===== config.mk =====
export PLATFORM = sky130hd
export DESIGN_NAME = ife_block_receiver
export DESIGN_NICKNAME = d
export VERILOG_FILES = /design/src/rtl/ife_pkg.sv /design/src/rtl/ife_block_fifo.sv /design/src/rtl/ife_block_receiver.sv
export SDC_FILE = /design/constraint.sdc
export NUM_CORES = 1
export LEC_CHECK = 0
export ABC_AREA = 1
export BUFFER_PORTS_ARGS = -buffer_cell sky130_fd_sc_hd__buf_4
export CAP_MARGIN = 20
export CELL_PAD_IN_SITES_DETAIL_PLACEMENT = 1
export CELL_PAD_IN_SITES_GLOBAL_PLACEMENT = 2
export CORE_MARGIN = 1.5
export CORE_UTILIZATION = 40
export CTS_CLUSTER_SIZE = 28
export DETAILED_ROUTE_END_ITERATION = 6
export PLACE_DENSITY_LB_ADDON = 0.1
export SETUP_SLACK_MARGIN = 0.5
export SYNTH_ARGS = -nofsm -noshare
export SYNTH_HDL_FRONTEND = slang
export SYNTH_SLANG_ARGS = --single-unit

===== constraint.sdc =====
create_clock -name clk -period 18.17 [get_ports clk]
set_clock_uncertainty 0.1 [all_clocks]
set_input_delay 1.817 -clock clk [delete_from_list [all_inputs] [get_ports clk]]
set_output_delay 1.817 -clock clk [all_outputs]
set_load 0.03 [all_outputs]

===== src/rtl/ife_pkg.sv =====
// ife_pkg: shared constants, block record and receiver state encoding for
// the IFE block-dispatch receiver.
package ife_pkg;

    localparam int          ID_W            = 8;
    localparam int          INSTR_PER_BLOCK = 4;
    localparam logic [31:0] NOP_INSN        = 32'h0000_0013;  // addi x0,x0,0

    // One dispatched block: its ID plus the packed instruction words,
    // element 0 in the least significant 32 bits (issued first).
    typedef struct packed {
        logic [ID_W-1:0]                   id;
        logic [INSTR_PER_BLOCK-1:0][31:0]  data;
    } ife_block_t;

    typedef enum logic [1:0] {
        IDLE   = 2'd0,
        ISSUE  = 2'd1,
        DRAIN  = 2'd2,
        COMMIT = 2'd3
    } rx_state_e;

endpackage


===== src/rtl/ife_block_fifo.sv =====
// ife_block_fifo: DEPTH-entry block store. Pointers carry one extra wrap bit
// so full and empty are told apart without a separate occupancy counter.
module ife_block_fifo
    import ife_pkg::*;
#(
    parameter int DEPTH = 2
) (
    input  logic                    clk,
    input  logic                    rst,
    input  logic                    push_i,
    input  ife_block_t              wdata_i,
    input  logic                    pop_i,
    output ife_block_t              head_o,
    output logic                    full_o,
    output logic                    empty_o,
    output logic [$clog2(DEPTH):0]  count_o
);
    localparam int PW = $clog2(DEPTH);

    ife_block_t  mem_q [DEPTH];
    logic [PW:0] wr_ptr_q;
    logic [PW:0] rd_ptr_q;

    // Pointer advance; the caller only pushes when not full and pops when not empty.
    always_ff @(posedge clk or posedge rst) begin
        if (rst) begin
            wr_ptr_q <= '0;
            rd_ptr_q <= '0;
        end else begin
            if (push_i) wr_ptr_q <= wr_ptr_q + (PW+1)'(1);
            if (pop_i)  rd_ptr_q <= rd_ptr_q + (PW+1)'(1);
        end
    end

    // Block storage; contents are meaningless while the slot is empty, so no reset.
    always_ff @(posedge clk) begin
        if (push_i) mem_q[wr_ptr_q[PW-1:0]] <= wdata_i;
    end

    assign head_o  = mem_q[rd_ptr_q[PW-1:0]];
    assign empty_o = (wr_ptr_q == rd_ptr_q);
    assign full_o  = (wr_ptr_q[PW] != rd_ptr_q[PW]) &&
                     (wr_ptr_q[PW-1:0] == rd_ptr_q[PW-1:0]);
    assign count_o = wr_ptr_q - rd_ptr_q;

endmodule


===== src/rtl/ife_block_receiver.sv =====
// ife_block_receiver: core-side responder for IFE block dispatch. Buffers
// blocks, issues the head block one instruction at a time, counts retirements
// and holds commit_ready until the IFE acknowledges.
// Optional build macro IFE_RX_SKIP_NOP_EN: NOP words are retired internally
// instead of being offered to the core.
//
// Handshake: an instruction transfers on a rising edge where instr_valid and
// instr_ready are both high; while instr_valid is high and instr_ready low,
// instr_data/instr_idx/instr_block_id hold their values. A commit transfers
// on a rising edge where commit_ready and commit_ack are both high.
module ife_block_receiver
    import ife_pkg::*;
#(
    parameter int DEPTH = 2
) (
    input  logic                         clk,
    input  logic                         rst,
    input  logic                         block_valid,
    input  logic [ID_W-1:0]              block_id,
    input  logic [INSTR_PER_BLOCK*32-1:0] block_data_in,
    output logic                         busy,
    output logic                         instr_valid,
    output logic [31:0]                  instr_data,
    output logic [1:0]                   instr_idx,
    output logic [ID_W-1:0]              instr_block_id,
    input  logic                         instr_ready,
    input  logic                         retire_valid,
    output logic                         commit_ready,
    output logic [ID_W-1:0]              commit_block_id,
    input  logic                         commit_ack,
    output logic                         err_overflow,
    output logic                         err_retire,
    output rx_state_e                    dbg_state
);
    localparam int PW = $clog2(DEPTH);

    rx_state_e   state_q, state_d;
    logic [1:0]  idx_q, idx_d;
    logic [2:0]  issued_q, issued_d;
    logic [2:0]  retired_q, retired_d;
    logic        err_overflow_q, err_overflow_d;
    logic        err_retire_q, err_retire_d;

    ife_block_t  push_blk;
    ife_block_t  head;
    logic        fifo_push;
    logic        fifo_pop;
    logic        fifo_full;
    logic        fifo_empty;
    logic [PW:0] fifo_count;

    logic [31:0] head_word;
    logic        last_idx;
    logic        retire_ok;
    logic        offer;
    logic        advance;

    assign push_blk.id   = block_id;
    assign push_blk.data = block_data_in;
    // Full is decided from registered pointers, so a same-cycle pop never frees a slot.
    assign fifo_push     = block_valid && !fifo_full;

    ife_block_fifo #(.DEPTH(DEPTH)) u_fifo (
        .clk     (clk),
        .rst     (rst),
        .push_i  (fifo_push),
        .wdata_i (push_blk),
        .pop_i   (fifo_pop),
        .head_o  (head),
        .full_o  (fifo_full),
        .empty_o (fifo_empty),
        .count_o (fifo_count)
    );

    assign busy         = fifo_full;
    assign err_overflow = err_overflow_q;
    assign err_retire   = err_retire_q;
    assign dbg_state    = state_q;
    assign head_word    = head.data[idx_q];
    assign last_idx     = (idx_q == 2'(INSTR_PER_BLOCK-1));

    // State, counters and sticky error flags.
    always_ff @(posedge clk or posedge rst) begin
        if (rst) begin
            state_q        <= IDLE;
            idx_q          <= '0;
            issued_q       <= '0;
            retired_q      <= '0;
            err_overflow_q <= 1'b0;
            err_retire_q   <= 1'b0;
        end else begin
            state_q        <= state_d;
            idx_q          <= idx_d;
            issued_q       <= issued_d;
            retired_q      <= retired_d;
            err_overflow_q <= err_overflow_d;
            err_retire_q   <= err_retire_d;
        end
    end

    // Next state, counter updates and the instruction/commit outputs.
    always_comb begin
        state_d         = state_q;
        idx_d           = idx_q;
        issued_d        = issued_q;
        retired_d       = retired_q;
        err_overflow_d  = err_overflow_q | (block_valid && fifo_full);
        err_retire_d    = err_retire_q;
        instr_valid     = 1'b0;
        instr_data      = '0;
        instr_idx       = '0;
        instr_block_id  = '0;
        commit_ready    = 1'b0;
        commit_block_id = '0;
        fifo_pop        = 1'b0;
        offer           = 1'b0;
        advance         = 1'b0;

        // Only instructions accepted on earlier edges are outstanding.
        retire_ok = retire_valid && (state_q == ISSUE || state_q == DRAIN) &&
                    (retired_q < issued_q);
        if (retire_valid && !retire_ok) err_retire_d = 1'b1;
        if (retire_ok)                  retired_d    = retired_q + 3'd1;

        case (state_q)
            IDLE: begin
                if (!fifo_empty) begin
                    state_d   = ISSUE;
                    idx_d     = '0;
                    issued_d  = '0;
                    retired_d = '0;
                end
            end
            ISSUE: begin
`ifdef IFE_RX_SKIP_NOP_EN
                if (head_word == NOP_INSN) begin
                    advance   = 1'b1;
                    retired_d = retired_d + 3'd1;
                end else begin
                    offer = 1'b1;
                end
`else
                offer = 1'b1;
`endif
                if (offer) begin
                    instr_valid    = 1'b1;
                    instr_data     = head_word;
                    instr_idx      = idx_q;
                    instr_block_id = head.id;
                    advance        = instr_ready;
                end
                if (advance) begin
                    issued_d = issued_q + 3'd1;
                    idx_d    = idx_q + 2'd1;
                    if (last_idx) begin
                        state_d = (retired_d == 3'(INSTR_PER_BLOCK)) ? COMMIT : DRAIN;
                    end
                end
            end
            DRAIN: begin
                if (retired_d == 3'(INSTR_PER_BLOCK)) state_d = COMMIT;
            end
            COMMIT: begin
                commit_ready    = 1'b1;
                commit_block_id = head.id;
                if (commit_ack) begin
                    fifo_pop  = 1'b1;
                    idx_d     = '0;
                    issued_d  = '0;
                    retired_d = '0;
                    state_d   = (fifo_count > (PW+1)'(1)) ? ISSUE : IDLE;
                end
            end
            default: state_d = IDLE;
        endcase
    end

endmodule


==> flow_metrics.env, run 1 <==
export IMPL_grt_pass1_vias=7956
export IMPL_finalHoldViolations=0
export IMPL_synth_area_per_cell_sq_um=12.9
export IMPL_io_buffer_count=198
export IMPL_via_per_inst=5.16
export IMPL_syn_nets=1055
export IMPL_r2r_end="u_fifo.mem_q[0][47]"
export IMPL_cp_common_cell="buf_4"
export IMPL_crit_arrival_ns=3.66
export IMPL_place_ws_ns=13.11
export IMPL_placedCellCount=1440
export IMPL_rsz0062_at_grt="no"
export IMPL_route_final_wire_length_microns=30600
export IMPL_dr_pass1_iters=4
export IMPL_clk_pin_slew_worst_paths_ns=0.06
export IMPL_fp_row_count=62
export IMPL_synth_cell_types=28
export IMPL_synth_fa_ha_area_share_pct=1.18
export IMPL_grt_usage_pct=20.4
export IMPL_synth_seq_cells=288
export IMPL_hold_buffers=0
export IMPL_nFillCells=2915
export IMPL_fin_hold_ws_ns=0.363
export IMPL_setup_worst_path_start_class="flop"
export IMPL_hold_end="err_retire"
export IMPL_netlist_instances=902
export IMPL_insertion_delay_ns=0.55
export IMPL_slew_violations=0
export IMPL_hold_depth=1
export IMPL_fin_ws_ns=12.59
export IMPL_fin_cells=1501
export IMPL_dp_hpwl_microns=19100
export IMPL_reg2regPathDepth=8
export IMPL_cts_resized=0
export IMPL_fin_area_sq_um=14400
export IMPL_maxCapViolations=0
export IMPL_first_iter_violations=467
export IMPL_required_ns=16.25
export IMPL_grt_overflow=0
export IMPL_grt_pass1_wl_microns=47500
export IMPL_end_kind="output port"
export IMPL_postCtsSetupBuffers=0
export IMPL_wire_per_inst_microns=20.4
export IMPL_grt_met1_usage_pct=28.6
export IMPL_synth_top_family_by_area="simple AND/OR/NAND/NOR gates"
export IMPL_htree_levels=1
export IMPL_power_leakage_uw=0.00546
export IMPL_grt_max_degree=78
export IMPL_synth_compound_area_share_pct=8.06
export IMPL_fin_crit_ns=5.58
export IMPL_dieHeight_microns=174
export IMPL_top_usage_layer="met2"
export IMPL_reg2reg_slack_ns=13.71
export IMPL_hp_class="reg -> reg"
export IMPL_power_density_nw_per_um2=178
export IMPL_core_area_sq_um=28600
export IMPL_setup_viol=0
export IMPL_final_common_cell="edfxtp_1"
export IMPL_root_buffer="clkbuf_16"
export IMPL_routabilityCongestion=0.744
export IMPL_fp_dieArea_sq_um=30100
export IMPL_max_stage_delay_ns=0.79
export IMPL_drive_gt1_share_pct=24.1
export IMPL_yosysWarnings=0
export IMPL_setup_tns_ns=0
export IMPL_syn2layout_area_growth_pct=24.1
export IMPL_netlist_area_sq_um=11600
export IMPL_antenna_left=0
export IMPL_slew_headroom_pct=30.7
export IMPL_clock_sinks=288
export IMPL_vias=7744
export IMPL_tightestPinTransition_ns=1.04
export IMPL_min_period_over_period_pct=30.7
export IMPL_final_net_count=1242
export IMPL_io_pins=199
export IMPL_die_w_microns=174
export IMPL_layout_common_cells="edfxtp_1 (272), nor2_1 (223), buf_4 (208), nand2_1 (97), o21ai_0 (68)"
export IMPL_post_route_drc_count=0
export IMPL_met3_usage_pct=5.75
export IMPL_synth_seq_area_share_pct=73.7
export IMPL_max_freq_mhz=179
export IMPL_critPathSlowestCell="dfrtp_4"
export IMPL_crit_type="reg -> out"
export IMPL_synth_mux_area_share_pct=0.861
export IMPL_start_util_pct=40.6
export IMPL_cts_tree="done"
export IMPL_outcome="finished clean"
export IMPL_crit_fanout=72
export IMPL_min_delay_start="err_retire"
export IMPL_worstReg2RegStart="u_fifo.rd_ptr_q[0]"
export IMPL_cts_buffers=31
export IMPL_synth_xor_area_share_pct=0.151
export IMPL_grt_use_met2_pct=31.9
export IMPL_max_clock_path_buffers=3
export IMPL_antenna_found_initial=10
export IMPL_path_cells="inv_4 -> buf_4 -> nor2_1 -> o32ai_1 -> nand3_1 -> nand2_1 -> buf_4"
export IMPL_synth_simple_area_share_pct=12.7
export IMPL_peakVddDrop_uv=102
export IMPL_placed_area_sq_um=13400
critical path, delay by kind of cell, from the launching register on:
family,cells,cell delay [ns]
AOI/OAI and AO/OA,1,0.31
buffers and inverters,3,1.54
DFF,1,0.79
and+or+nand+nor,3,0.39
synth_stat cells, drive strengths merged:
library cell,instances,area [sq um]
nor2,226,853
xor2,2,17.5
a21o,1,7.51
nand4,1,6.26
mux2i,10,100
buf,26,184
o32ai,64,561
o21ai,69,345
and3b,1,8.76
dfrtp,16,400
a21oi,3,15.0
a31o,1,8.76
nand3,40,200
edfxtp,272,8170
clkbuf,28,105
or2,3,18.8
nand3b,1,7.51
inv,27,101
ha,11,138
nand2,100,383
flip-flops by register name (all words and copies together) (netlist names):
signal / flops
retired_q: 3
u_fifo.wr_ptr_q: 2
u_fifo.mem_q: 272
idx_q: 2
dbg_state: 2
issued_q: 3
err_retire: 1
u_fifo.rd_ptr_q: 2
err_overflow: 1
how the worst max path moves through the flow:
stage	start	endpoint	cells after the start
after global placement	u_fifo.rd_ptr_q[0]	instr_data[22]	7
after detailed placement	u_fifo.rd_ptr_q[0]	instr_data[22]	7
after global routing	u_fifo.rd_ptr_q[0]	instr_data[22]	7
after floorplan	block_valid	u_fifo.mem_q[0][0]	2
final	u_fifo.rd_ptr_q[0]	instr_data[22]	7
after CTS	u_fifo.rd_ptr_q[0]	instr_data[22]	7
cell type report:
cell class,count,area [sq um],area share (%)
multi-input combinational,533,2690,18.6
inverter,27,104,0.719
clock buffer,40,810,5.61
antenna,5,12.5,0.0867
clock inverter,16,205,1.42
timing repair buffer,208,1560,10.8
sequential,288,8580,59.4
tap,384,480,3.33
where the power goes:
part / total [uW] / internal, uW / switching (uW)
logic: 893 / 279 / 614
registers: 1040 / 948 / 90.2
clock network: 634 / 383 / 252
total: 2570 / 1610 / 956
logic make-up after synthesis:
| logic type | count (synthesis) |
|---|---|
| AOI/OAI and AO/OA | 138 |
| xor gates and xnor gates | 2 |
| adders and majority gates | 11 |
| buffers and inverters | 81 |
| DFF | 288 |
| muxes | 10 |
| and+or+nand+nor | 372 |
metrics by stage:
stage / util [%] / total power, uW
6_report: 50.4 / 2570
5_1_grt: 50.4 / 2720
4_1_cts: 50.4 / 2600
3_5_place_dp: 46.8 / 1960
3_3_place_gp: 46.8 / 1940
2_1_floorplan: - / 1670
per-layer routing:
| layer | share of wire (%) | routed length (microns) |
|---|---|---|
| met1 | 46 | 14000 |
| met2 | 46 | 14000 |
| met3 | 6.8 | 2070 |
| met4 | 1.9 | 570 |
| met5 | 0.20 | 62 |
Power figures use the tool's default switching activity.
==> run 2, diff against run 1 <==
- CORE_UTILIZATION: 40 -> 38
- clock period: 18.17 -> 5.5 ns (I/O delays scaled with it)
==> flow_metrics.env, run 2 (same netlist as run 1, synthesis figures left out) <==
export IMPL_outcome="finished clean"
export IMPL_clock_sinks=288
export IMPL_seq_power_share_pct=40.0
export IMPL_slew_violations=0
export IMPL_crit_fanout=67
export IMPL_r2r_end="u_fifo.mem_q[0][115]"
export IMPL_setup_viol=0
export IMPL_dp_hpwl_microns=19500
export IMPL_crit_arrival_ns=3.15
export IMPL_syn2layout_area_growth_pct=24.9
export IMPL_power_density_nw_per_um2=588
export IMPL_root_buffer="clkbuf_16"
export IMPL_grt_overflow=0
export IMPL_reg2reg_slack_ns=2.41
export IMPL_p_int_uw=5360
export IMPL_final_common_cell="edfxtp_1"
export IMPL_netSwitchingFraction_pct=37.3
export IMPL_fp_dieArea_sq_um=31700
export IMPL_hold_buffers=0
export IMPL_largest_reg_flops=272
export IMPL_peakVddDrop_uv=284
export IMPL_via_per_inst=5.13
export IMPL_regArea_sq_um=8580
export IMPL_power_frac_comb_pct=35.5
export IMPL_tightestPinTransition_ns=0.855
export IMPL_fin_util_pct=48.6
export IMPL_antenna_found_initial=2
export IMPL_first_iter_violations=534
export IMPL_reg2regPathDepth=7
export IMPL_maxCapViolations=0
export IMPL_fin_area_sq_um=14500
export IMPL_max_freq_mhz=263
export IMPL_insertion_delay_ns=0.49
export IMPL_cts_resized=0
export IMPL_p_switching_uw=3180
export IMPL_clockPowerShare_pct=24.5
export IMPL_fp_row_count=63
export IMPL_nFillCells=3118
export IMPL_setup_tns_ns=0
export IMPL_grt_usage_pct=19.4
export IMPL_dr_pass1_iters=5
export IMPL_grt_max_degree=83
export IMPL_post_route_drc_count=0
export IMPL_htree_levels=2
export IMPL_placed_area_sq_um=13500
export IMPL_vias=7711
export IMPL_core_area_sq_um=29900
export IMPL_power_leakage_uw=0.00551
export IMPL_start_util_pct=38.9
export IMPL_min_period_over_period_pct=69.0
export IMPL_setup_worst_path_start_class="flop"
export IMPL_clk_pin_slew_worst_paths_ns=0.06
export IMPL_dieHeight_microns=178
export IMPL_grt_pass1_vias=8100
export IMPL_wire_per_inst_microns=20.2
export IMPL_rsz0062_at_grt="no"
export IMPL_io_pins=199
export IMPL_hp_class="in -> async"
export IMPL_grt_pass1_wl_microns=46700
export IMPL_routabilityCongestion=0.764
export IMPL_drive_gt1_share_pct=24.6
export IMPL_postCtsSetupBuffers=0
export IMPL_die_w_microns=178
export IMPL_cts_tree="done"
export IMPL_finalHoldViolations=0
export IMPL_crit_type="reg -> out"
export IMPL_final_net_count=1248
export IMPL_multi_input_area_sq_um=2690
export IMPL_max_clock_path_buffers=3
export IMPL_fin_crit_ns=3.80
export IMPL_cp_startpoint="u_fifo.rd_ptr_q[0]"
export IMPL_route_final_wire_length_microns=30400
export IMPL_io_buffer_count=198
export IMPL_worstReg2RegStart="u_fifo.rd_ptr_q[0]"
export IMPL_cts_buffers=34
export IMPL_required_ns=4.85
export IMPL_layout_common_cells="edfxtp_1 (272), nor2_1 (223), buf_4 (207), nand2_1 (97), o21ai_0 (68)"
export IMPL_end_kind="output port"
export IMPL_antenna_left=0
export IMPL_slew_headroom_pct=43.0
[run 2: cell count changes in the layout (fill, tap and decap cells not counted), sizes merged]
cell and delta:
bufinv -3, diode -3, buf +3, inv +1
clkbuf +1, clkinvlp -2
[run 2: through the flow]
stage / hold WS [ns] / total power (uW) / instances / setup slack [ns]
2_1_floorplan: 0.342 / 5490 / 902 / 0.350
3_5_place_dp: 0.346 / 6550 / 1449 / 2.21
4_1_cts: 0.0721 / 8660 / 1502 / 1.69
6_report: 0.0482 / 8540 / 1504 / 1.70
5_1_grt: 0.102 / 9060 / 1504 / 1.43
3_3_place_gp: 0.347 / 6520 / 1449 / 2.25
[run 2: power by group through the flow]
stage                     clock (uW)  sequential [uW]  combinational (uW)
final                           2090             3410                3030
after global routing            2220             3480                3360
after CTS                       2140             3420                3100
after detailed placement           0             3460                3090
after global placement             0             3440                3070
after floorplan                    0             3380                2120
[run 2: cell type report]
| type | instances | area share (%) |
|---|---|---|
| clock inverters | 12 | 0.750 |
| multi-input cells | 533 | 18.5 |
| repair buffers | 211 | 11.3 |
| clock buffers | 41 | 6.33 |
| flip-flops and latches | 288 | 59.1 |
| diodes | 2 | 0.0345 |
| well taps | 390 | 3.36 |
| inverters | 27 | 0.715 |
[run 2: worst max-delay path by stage]
stage	endpoint	slack [ns]
floorplan	u_fifo.mem_q[1][0]	0.35
global placement	instr_data[3]	2.25
detailed placement	instr_data[0]	2.21
CTS	instr_data[0]	1.69
global route	instr_data[0]	1.43
finish	instr_data[0]	1.70
[run 2: worst max-delay path, cell delays in order, from the launching register on]
cell     delay, ns
dfrtp_4       0.71
inv_4         0.63
buf_12        0.37
nor2_1        0.07
o32ai_1       0.43
nand2_1       0.12
nand2_1       0.12
buf_4         0.16
[run 2: routing by layer]
metal	vias to the layer above	share of wire, %	track usage, %
met1	3844	46	27.6
met4	0	2.1	5.39
met3	42	4.2	3.06
li1	3656	-	-
met5	-	0	0
met2	169	47	30.7
==> run 3, diff against run 2 <==
- clock period: 5.5 -> 3.7 ns (I/O delays scaled with it)
==> flow_metrics.env, run 3 (same netlist as run 1, synthesis figures left out) <==
export IMPL_layout_common_cells="edfxtp_1 (272), nor2_1 (223), buf_4 (206), dlygate4sd3_1 (140), nand2_1 (96)"
export IMPL_reg2regPathDepth=8
export IMPL_clk_pin_slew_worst_paths_ns=0.06
export IMPL_grt_overflow=0
export IMPL_post_route_drc_count=0
export IMPL_fp_dieArea_sq_um=31700
export IMPL_crit_type="reg -> out"
export IMPL_fp_row_count=63
export IMPL_grt_max_degree=79
export IMPL_multi_input_area_sq_um=2720
export IMPL_setup_viol=0
export IMPL_fin_ws_ns=0.671
export IMPL_tightestPinTransition_ns=0.743
export IMPL_start_util_pct=38.9
export IMPL_setup_tns_ns=0
export IMPL_via_per_inst=5.01
export IMPL_crit_fanout=33
export IMPL_worstReg2RegStart="u_fifo.rd_ptr_q[0]"
export IMPL_antenna_found_initial=0
export IMPL_cts_tree="done"
export IMPL_routabilityCongestion=0.751
export IMPL_outcome="finished clean"
export IMPL_seq_power_share_pct=38.7
export IMPL_crit_arrival_ns=2.56
export IMPL_r2r_end="u_fifo.mem_q[1][49]"
export IMPL_root_buffer="clkbuf_16"
export IMPL_drive_gt1_share_pct=22.7
export IMPL_slew_violations=0
export IMPL_hp_class="in -> reg"
export IMPL_io_pins=199
export IMPL_route_final_wire_length_microns=32900
export IMPL_fin_hold_ws_ns=0.350
export IMPL_power_uw=12900
export IMPL_p_int_uw=8000
export IMPL_antenna_left=0
export IMPL_p_switching_uw=4910
export IMPL_wire_per_inst_microns=19.8
export IMPL_endpoint="instr_data[2]"
export IMPL_antenna_cells=0
export IMPL_max_clock_path_buffers=3
export IMPL_clockPowerShare_pct=22.0
export IMPL_min_period_over_period_pct=81.9
export IMPL_clock_sinks=288
export IMPL_final_common_cell="edfxtp_1"
export IMPL_dieHeight_microns=178
export IMPL_required_ns=3.23
export IMPL_setup_worst_path_start_class="flop"
export IMPL_end_kind="output port"
export IMPL_power_frac_comb_pct=39.3
export IMPL_dp_hpwl_microns=19700
export IMPL_fin_util_pct=53.8
export IMPL_reg2reg_slack_ns=1.18
export IMPL_cts_buffers=31
export IMPL_grt_pass1_wl_microns=50600
export IMPL_regArea_sq_um=8580
export IMPL_first_iter_violations=544
export IMPL_power_density_nw_per_um2=803
export IMPL_power_leakage_uw=0.00614
export IMPL_peakVddDrop_uv=537
export IMPL_netSwitchingFraction_pct=38.0
export IMPL_nFillCells=3054
export IMPL_rsz0062_at_grt="no"
export IMPL_syn2layout_area_growth_pct=38.2
export IMPL_cp_startpoint="dbg_state[1]"
export IMPL_grt_pass1_vias=8881
export IMPL_slew_headroom_pct=50.4
export IMPL_dr_pass1_iters=6
export IMPL_maxCapViolations=0
export IMPL_largest_reg_flops=272
export IMPL_core_area_sq_um=29900
export IMPL_htree_levels=1
export IMPL_vias=8306
export IMPL_insertion_delay_ns=0.55
export IMPL_die_w_microns=178
export IMPL_grt_usage_pct=21.0
export IMPL_finalHoldViolations=0
export IMPL_max_freq_mhz=330
export IMPL_fin_crit_ns=3.03
export IMPL_place_ws_ns=0.911
export IMPL_io_buffer_count=198
export IMPL_final_net_count=1395
## run 3: power groups by stage
| stage | Combinational, uW | Clock, uW | Sequential [uW] |
|---|---|---|---|
| after global routing | 5580 | 3030 | 5070 |
| after global placement | 4760 | 0 | 5100 |
| after floorplan | 3200 | 0 | 4960 |
| after detailed placement | 4810 | 0 | 5130 |
| after CTS | 5110 | 2910 | 5010 |
| final | 5080 | 2840 | 4990 |
## run 3: metrics by stage
| stage | cell area (sq um) | std cells |
|---|---|---|
| after floorplan | 11700 | 902 |
| after global placement | 13700 | 1456 |
| after detailed placement | 13700 | 1456 |
| after CTS | 16000 | 1656 |
| after global routing | 16100 | 1657 |
| final | 16100 | 1657 |
## run 3: how the worst min path moves through the flow
stage               cells past startpoint      endpoint   startpoint
CTS                                     7   issued_q[0]  instr_ready
floorplan                               1  dbg_state[0]          rst
global placement                        1    err_retire   err_retire
global route                            1    err_retire   err_retire
detailed placement                      1    err_retire   err_retire
finish                                  7   issued_q[0]  instr_ready
## run 3: worst max-delay path, stage by stage, from the launching register on
cell     delay (ns)
dfrtp_1        0.44
inv_1          0.11
ha_2           0.46
nand2_1        0.10
inv_1          0.08
buf_6          0.31
nand2_1        0.21
nand2_1        0.12
buf_4          0.16
## run 3: timing repair
action	in CTS	in global routing
setup buffers	2	1
hold buffers	140	0
resized for setup	2	3
setup endpoints to repair	24	22
hold endpoints to repair	291	0
## run 3: layout make-up
class / count / share of cell area, %
Tap cell: 390 / 3.04
Multi-Input combinational cell: 533 / 16.9
Sequential cell: 288 / 53.4
Inverter: 27 / 0.724
Clock inverter: 20 / 0.786
Timing Repair Buffer: 361 / 20.2
Clock buffer: 38 / 4.99
## run 3: per-layer routing
layer	vias up	share of wire (%)	track usage (%)
li1	3947	-	-
met1	4129	46	29.2
met2	185	48	34.8
met3	45	4.1	2.61
met4	0	2.1	5.39
met5	-	0	0
